<file path="src/rtl/fetch_pkg.sv">
// Shared definitions for the instruction fetch stage with prefetch queue.
//   - PC source select encodings driven by decode on id_if_selpctype
//   - NOP_INSTR: the all-zero bubble presented to decode
//   - Default reset and trap vectors
//   - fq_entry_t: one prefetch queue entry {instruction word, its PC+4}
package fetch_pkg;

  // Width of the datapath the queue entry type is built for.
  localparam int FQ_XLEN = 32;

  typedef enum logic [1:0] {
    PCSEL_IMD   = 2'b00,  // PC-relative branch target
    PCSEL_REGA  = 2'b01,  // register-indirect target
    PCSEL_INDEX = 2'b10,  // absolute jump target
    PCSEL_TRAP  = 2'b11   // fixed trap vector
  } pcsel_e;

  localparam logic [FQ_XLEN-1:0] NOP_INSTR        = '0;
  localparam logic [FQ_XLEN-1:0] DEFAULT_RESET_PC = 32'h0000_0000;
  localparam logic [FQ_XLEN-1:0] DEFAULT_TRAP_PC  = 32'h0000_0040;

  typedef struct packed {
    logic [FQ_XLEN-1:0] instr;
    logic [FQ_XLEN-1:0] nextpc;
  } fq_entry_t;

endpackage

</file>
<file path="src/rtl/fetch_queue.sv">
// Synchronous FIFO holding prefetched instructions between the instruction
// RAM and the IF/ID register.
// Ports:
//   clock, reset      rising-edge clock, asynchronous active-low reset
//   push, push_data   write one entry (accepted when not full, or full and
//                     popping in the same cycle)
//   pop, pop_data     head entry (combinational) and its removal strobe
//   flush             empty the queue; wins over a same-cycle push
//   count             occupancy, 0..DEPTH
//   full, empty       occupancy flags
module fetch_queue #(
  parameter int W     = 64,
  parameter int DEPTH = 4
) (
  input  logic                   clock,
  input  logic                   reset,
  input  logic                   push,
  input  logic [W-1:0]           push_data,
  input  logic                   pop,
  output logic [W-1:0]           pop_data,
  input  logic                   flush,
  output logic [$clog2(DEPTH):0] count,
  output logic                   full,
  output logic                   empty
);

  localparam int AW = $clog2(DEPTH);
  localparam int CW = AW + 1;

  logic [W-1:0]  mem [DEPTH];
  logic [AW-1:0] wr_ptr;
  logic [AW-1:0] rd_ptr;
  logic          push_ok;
  logic          pop_ok;

  assign full     = (count == CW'(DEPTH));
  assign empty    = (count == '0);
  assign pop_ok   = pop & ~empty;
  // A push into a full queue is only safe when the head leaves this cycle.
  assign push_ok  = push & (~full | pop_ok);
  // Head is read straight from storage, so an entry pushed into an empty
  // queue becomes visible one cycle later (no bypass).
  assign pop_data = mem[rd_ptr];

  // NOTE: storage carries no reset; the pointers and count alone define
  // which entries are meaningful, and leaving the array unreset keeps it a
  // plain RAM.
  always_ff @(posedge clock) begin
    if (push_ok && !flush) begin
      mem[wr_ptr] <= push_data;
    end
  end

  // NOTE: sequential state uses non-blocking assignments so every register
  // samples pre-edge values regardless of statement order.
  always_ff @(posedge clock or negedge reset) begin
    if (!reset) begin
      wr_ptr <= '0;
      rd_ptr <= '0;
      count  <= '0;
    end else if (flush) begin
      wr_ptr <= '0;
      rd_ptr <= '0;
      count  <= '0;
    end else begin
      // DEPTH is a power of two, so pointers wrap naturally.
      wr_ptr <= wr_ptr + AW'(push_ok);
      rd_ptr <= rd_ptr + AW'(pop_ok);
      count  <= count + CW'(push_ok) - CW'(pop_ok);
    end
  end

endmodule

</file>
<file path="src/rtl/fetch_prefetch.sv">
// Instruction fetch stage with a prefetch queue. The PC side issues reads to
// a synchronous 1-cycle instruction RAM whenever the queue has room; returned
// words are queued with their PC+4 and handed to the IF/ID register as decode
// consumes them. Redirects flush the queue and squash any in-flight read.
// Ports:
//   clock, reset            rising-edge clock, asynchronous active-low reset
//   iss_stall               hold IF/ID outputs
//   ex_if_stall             inject a bubble into IF/ID, hold the queue head
//   id_if_selpcsource       take a redirect
//   id_if_selpctype         redirect source (see pcsel_e)
//   id_if_rega/pcimd2ext/pcindex  candidate redirect targets
//   imem_addr, imem_rd      RAM word address and read strobe
//   imem_data               RAM data, valid the cycle after imem_rd
//   if_id_instruc/nextpc/valid    IF/ID register
//   fq_count                prefetch queue occupancy
module fetch_prefetch
  import fetch_pkg::*;
#(
  parameter int             XLEN     = FQ_XLEN,
  parameter int             IMEM_AW  = 7,
  parameter int             FQ_DEPTH = 4,
  parameter logic [XLEN-1:0] RESET_PC = DEFAULT_RESET_PC,
  parameter logic [XLEN-1:0] TRAP_PC  = DEFAULT_TRAP_PC
) (
  input  logic                      clock,
  input  logic                      reset,
  input  logic                      iss_stall,
  input  logic                      ex_if_stall,
  input  logic                      id_if_selpcsource,
  input  logic [1:0]                id_if_selpctype,
  input  logic [XLEN-1:0]           id_if_rega,
  input  logic [XLEN-1:0]           id_if_pcimd2ext,
  input  logic [XLEN-1:0]           id_if_pcindex,
  output logic [IMEM_AW-1:0]        imem_addr,
  output logic                      imem_rd,
  input  logic [XLEN-1:0]           imem_data,
  output logic [XLEN-1:0]           if_id_instruc,
  output logic [XLEN-1:0]           if_id_nextpc,
  output logic                      if_id_valid,
  output logic [$clog2(FQ_DEPTH):0] fq_count
);

  localparam int CW = $clog2(FQ_DEPTH) + 1;

  logic [XLEN-1:0] pc;
  logic [XLEN-1:0] pc_req;
  logic            inflight;
  logic [XLEN-1:0] target;
  logic            redirect_take;
  logic            pop;
  logic            push;
  logic            fq_full;
  logic            fq_empty;
  logic [CW:0]     occupancy;
  fq_entry_t       push_entry;
  fq_entry_t       head;

  // NOTE: every signal assigned in always_comb gets a value on every path;
  // the explicit default keeps this purely combinational (no latch).
  always_comb begin
    target = 'x;  // unknown select propagates as unknown PC
    case (id_if_selpctype)
      PCSEL_IMD:   target = id_if_pcimd2ext;
      PCSEL_REGA:  target = id_if_rega;
      PCSEL_INDEX: target = id_if_pcindex;
      PCSEL_TRAP:  target = TRAP_PC;
      default:     target = 'x;
    endcase
  end

  // Either stall masks the redirect; decode re-presents it afterwards.
  assign redirect_take = id_if_selpcsource & ~ex_if_stall & ~iss_stall;
  assign pop           = ~ex_if_stall & ~iss_stall & ~id_if_selpcsource & ~fq_empty;

  // Entries after this edge = queued + returning response - departing head.
  // A new read is only issued if its response is guaranteed a slot.
  assign occupancy = {1'b0, fq_count} + {{CW{1'b0}}, inflight} - {{CW{1'b0}}, pop};
  assign imem_rd   = reset & ~redirect_take & (occupancy < (CW + 1)'(FQ_DEPTH));
  assign imem_addr = pc[IMEM_AW+1:2];

  // The returning word of a read issued last cycle. On a redirect the queue
  // flush overrides this push, which is what squashes the in-flight word.
  assign push              = inflight & (~fq_full | pop);
  assign push_entry.instr  = imem_data;
  assign push_entry.nextpc = pc_req + XLEN'(4);

  fetch_queue #(
    .W     ($bits(fq_entry_t)),
    .DEPTH (FQ_DEPTH)
  ) u_queue (
    .clock     (clock),
    .reset     (reset),
    .push      (push),
    .push_data (push_entry),
    .pop       (pop),
    .pop_data  (head),
    .flush     (redirect_take),
    .count     (fq_count),
    .full      (fq_full),
    .empty     (fq_empty)
  );

  // PC and in-flight tracking. No read is issued in a redirect cycle, so
  // inflight clears and the first target read goes out the following cycle.
  always_ff @(posedge clock or negedge reset) begin
    if (!reset) begin
      pc       <= RESET_PC;
      pc_req   <= RESET_PC;
      inflight <= 1'b0;
    end else begin
      inflight <= imem_rd;
      if (imem_rd) begin
        pc_req <= pc;
      end
      if (redirect_take) begin
        pc <= target;
      end else if (imem_rd) begin
        pc <= pc + XLEN'(4);
      end
    end
  end

  // IF/ID register, priority ex_if_stall > iss_stall > redirect > normal.
  always_ff @(posedge clock or negedge reset) begin
    if (!reset) begin
      if_id_instruc <= NOP_INSTR;
      if_id_nextpc  <= RESET_PC;
      if_id_valid   <= 1'b0;
    end else if (ex_if_stall) begin
      if_id_instruc <= NOP_INSTR;
      if_id_nextpc  <= pc;
      if_id_valid   <= 1'b0;
    end else if (iss_stall) begin
      if_id_instruc <= if_id_instruc;
      if_id_nextpc  <= if_id_nextpc;
      if_id_valid   <= if_id_valid;
    end else if (id_if_selpcsource) begin
      if_id_instruc <= NOP_INSTR;
      if_id_nextpc  <= target;
      if_id_valid   <= 1'b0;
    end else if (!fq_empty) begin
      if_id_instruc <= head.instr;
      if_id_nextpc  <= head.nextpc;
      if_id_valid   <= 1'b1;
    end else begin
      // Queue dry: bubble, keep the last nextpc.
      if_id_instruc <= NOP_INSTR;
      if_id_valid   <= 1'b0;
    end
  end

endmodule
</file>
<file path="config.mk">
export PLATFORM = sky130hd
export DESIGN_NAME = fetch_prefetch
export DESIGN_NICKNAME = d
export VERILOG_FILES = /design/src/rtl/fetch_pkg.sv /design/src/rtl/fetch_queue.sv /design/src/rtl/fetch_prefetch.sv
export SDC_FILE = /design/constraint.sdc
export NUM_CORES = 1
export LEC_CHECK = 0
export ABC_CLOCK_PERIOD_IN_PS = 12850
export BUFFER_PORTS_ARGS = -buffer_cell sky130_fd_sc_hd__buf_2
export CAP_MARGIN = 5
export CORE_MARGIN = 2
export CORE_UTILIZATION = 55
export CTS_CLUSTER_SIZE = 14
export DETAILED_ROUTE_END_ITERATION = 12
export PLACE_DENSITY = 0.76
export SLEW_MARGIN = 40
export SYNTH_ARGS = -nofsm -noshare
export SYNTH_HDL_FRONTEND = slang
export SYNTH_HIERARCHICAL = 1
export SYNTH_SLANG_ARGS = --single-unit
</file>
<file path="constraint.sdc">
create_clock -name clock -period 12.85 [get_ports clock]
set_input_delay 0.6425 -clock clock [delete_from_list [all_inputs] [get_ports clock]]
set_output_delay 0.6425 -clock clock [all_outputs]
set_load 0.02 [all_outputs]
</file>
==> run summary <==
outcome - finished clean
Hold Violations, Final - 0
TNS Setup - 0 ps
fmax - 0.217 GHz
die area - 0.0324 mm²
Slew @ Worst Pin - 774 ps
total number of vias - 10.7k
post-route ant nets - 0
DP Wirelength - 25900 µm
register bit total from synthesis - 393
root buffer cell - clkbuf_16
Crit Path Max Fanout - 38
vias in the first global route - 11.0k
fin. max-slew vios - 0
Storage cell area - 0.0111 mm²
met3 WL - 3720 µm
post-DR wirelength/cell - 23.4 µm
WS Path Type - reg -> out
Syn Nets - 1258
cell area power density - 196 mW/mm²
most frequent cells in the layout - edfxtp_1 (256), buf_2 (209), dfrtp_1 (135)
leak pwr - 0.00751 µW
clock sinks - 393
final wirelength - 40900 µm
CTS resizes - 0
async set-reset flop share out of synthesis - 0.349
RSZ-0062 raised after global routing - false
Area Growth Syn to Fin - 15.5%
number of remaining DRC errors - 0
CTS Hold Bufs - 0
fin crit period - 4600 ps
number of vias per cell - 6.11
CP Capture Type - output pin
Iter 0 DRT Violations - 1010
Ys Warns - 6
Multi-input gate area - 0.00546 mm²
worst hold path type - in -> async
final worst path period share - 0.358
Synth cell types - 66
Cell Rows - 64
Post-Syn Area - 0.0170 mm²
CTS tree - yes
total grt overflow - 0
Top Layer Used - met4
TritonRoute pass-1 iters - 5
layout net count - 1461
Max-Cap Viols - 0
# H-tree levels - 2
register area share after synthesis - 0.653
first-pass GRT wire length - 64300 µm
Worst Path Required - 12210 ps
Die W - 180 µm
Starting Density - 0.558
clock slew at reported path FFs - 60 ps
Max transition margin - 0.484
number of CTS-inserted buffers - 40
M1 wire length - 16400 µm
Post-synth top flop - edfxtp_1
type of origin of the critical path - flop
initial antenna violation count - 1
CTS max path bufs - 3
worst path arrival time - 3960 ps
gpl congestion - 0.860
Die Ht - 180 µm
Worst Skew - 13.8 ps
Final Worst Setup Slack - 8250 ps
layout cells sized above 1 - 0.282
gr usage total - 0.257
CORE AREA - 0.0305 mm²
pre-CTS setup slack - 8340 ps
worst ir drop on vdd - 0.145 mV
final setup vio count - 0
Post-Syn Instances - 1114
most common cell after layout, fill and taps aside - edfxtp_1
Worst-Skew Late Latency - 530 ps
largest net degree at the start of global routing - 80
I/O pin total - 211
PortBufs - 210
met2 wire len - 19700 µm
average size of a mapped cell - 15.3 µm²
# Post-CTS Setup Buffers - 0
EDFF count, synth - 256
Fill cells - 2153
-- sequential cells by signal, indices dropped and copies added (netlist names) --
register	count
if_id_valid	1
pc	32
if_id_instruc	32
u_queue/wr_ptr	2
u_queue/rd_ptr	2
pc_req	32
u_queue/count	3
inflight	1
if_id_nextpc	32
u_queue/mem	256
-- synth_stat cells, drive strengths merged, types with 11 or more instances --
cell type | instances | area (µm²)
a21oi | 36 | 180
a22o | 32 | 280
buf | 43 | 332
clkbuf | 26 | 97.6
dfrtp | 137 | 3430
edfxtp | 256 | 7690
inv | 16 | 60.1
mux2 | 30 | 338
mux2i | 55 | 551
mux4 | 64 | 1460
nand2 | 81 | 304
nand3 | 22 | 110
nand4 | 12 | 75.1
nor2 | 38 | 145
nor2b | 11 | 68.8
o21ai | 55 | 290
o22ai | 30 | 188
xnor2 | 29 | 254
xor2 | 22 | 193
-- kinds of logic (layout without fill, tap and decap cells) --
kind of cell	count (synthesis)	in the layout	share of synthesized area
flops	393	393	0.653
simple gates	224	224	0.0673
compound gates	202	202	0.0793
mux	149	149	0.138
buf+inv	86	321	0.0290
xor+xnor	51	51	0.0263
fa+ha+maj	9	9	0.00706
other cells	0	1	0
-- per-stage QoR --
step                instances  area (µm²)  utilization  power, µW  hold WS (ps)
CTS                      1745       19600        0.644       3870           198
global placement         1670       18300        0.601       2690           457
detailed placement       1671       18400        0.602       2730           466
floorplan                1114       17000            -       2480           347
global route             1745       19700        0.644       4030           206
finish                   1746       19700        0.644       3850           169
-- cell type report --
cell class	count	area share
sequential	393	0.566
multi-input combinational	635	0.278
timing repair buffer	230	0.0625
clock buffer	57	0.0583
tap	396	0.0252
clock inverter	17	0.00732
inverter	17	0.00325
antenna	1	0.000127
-- where the power goes --
part | switching, µW | internal [µW] | total, µW
Sequential | 198 | 1590 | 1780
Combinational | 508 | 422 | 930
Clock | 468 | 664 | 1130
Total | 1170 | 2670 | 3850
-- critical path, cell delays in order (launching register included) --
cell	delay, ps
dfrtp_1	470
nor3_1	560
nor4_2	110
buf_4	300
ha_1	240
inv_1	50
ha_1	220
and3b_1	270
nor4_4	580
buf_6	230
o21ai_4	70
inv_1	130
buf_2	200
-- routing by layer --
metal,vias to the layer above,track usage
met5,-,0
met4,0,0.0787
met3,70,0.0577
met2,535,0.415
met1,5333,0.352
li1,4728,-
-- worst paths after layout --
kind / start / to / slack, ps / cells after the start
setup / recovery: u_queue/count[1] / imem_rd / 8250 / 12
hold / removal: reset / pc_req[29] / 170 / 1
setup reg to reg: u_queue/count[1] / pc_req[4] / 8870 / 11
hold reg to reg: if_id_valid / if_id_valid / 480 / 2
max in group asynchronous: reset / if_id_nextpc[3] / 11650 / 2
min in group clock: imem_data[21] / u_queue/mem[1][53] / 330 / 1
Note: power is estimated with default switching activity, not from simulation.
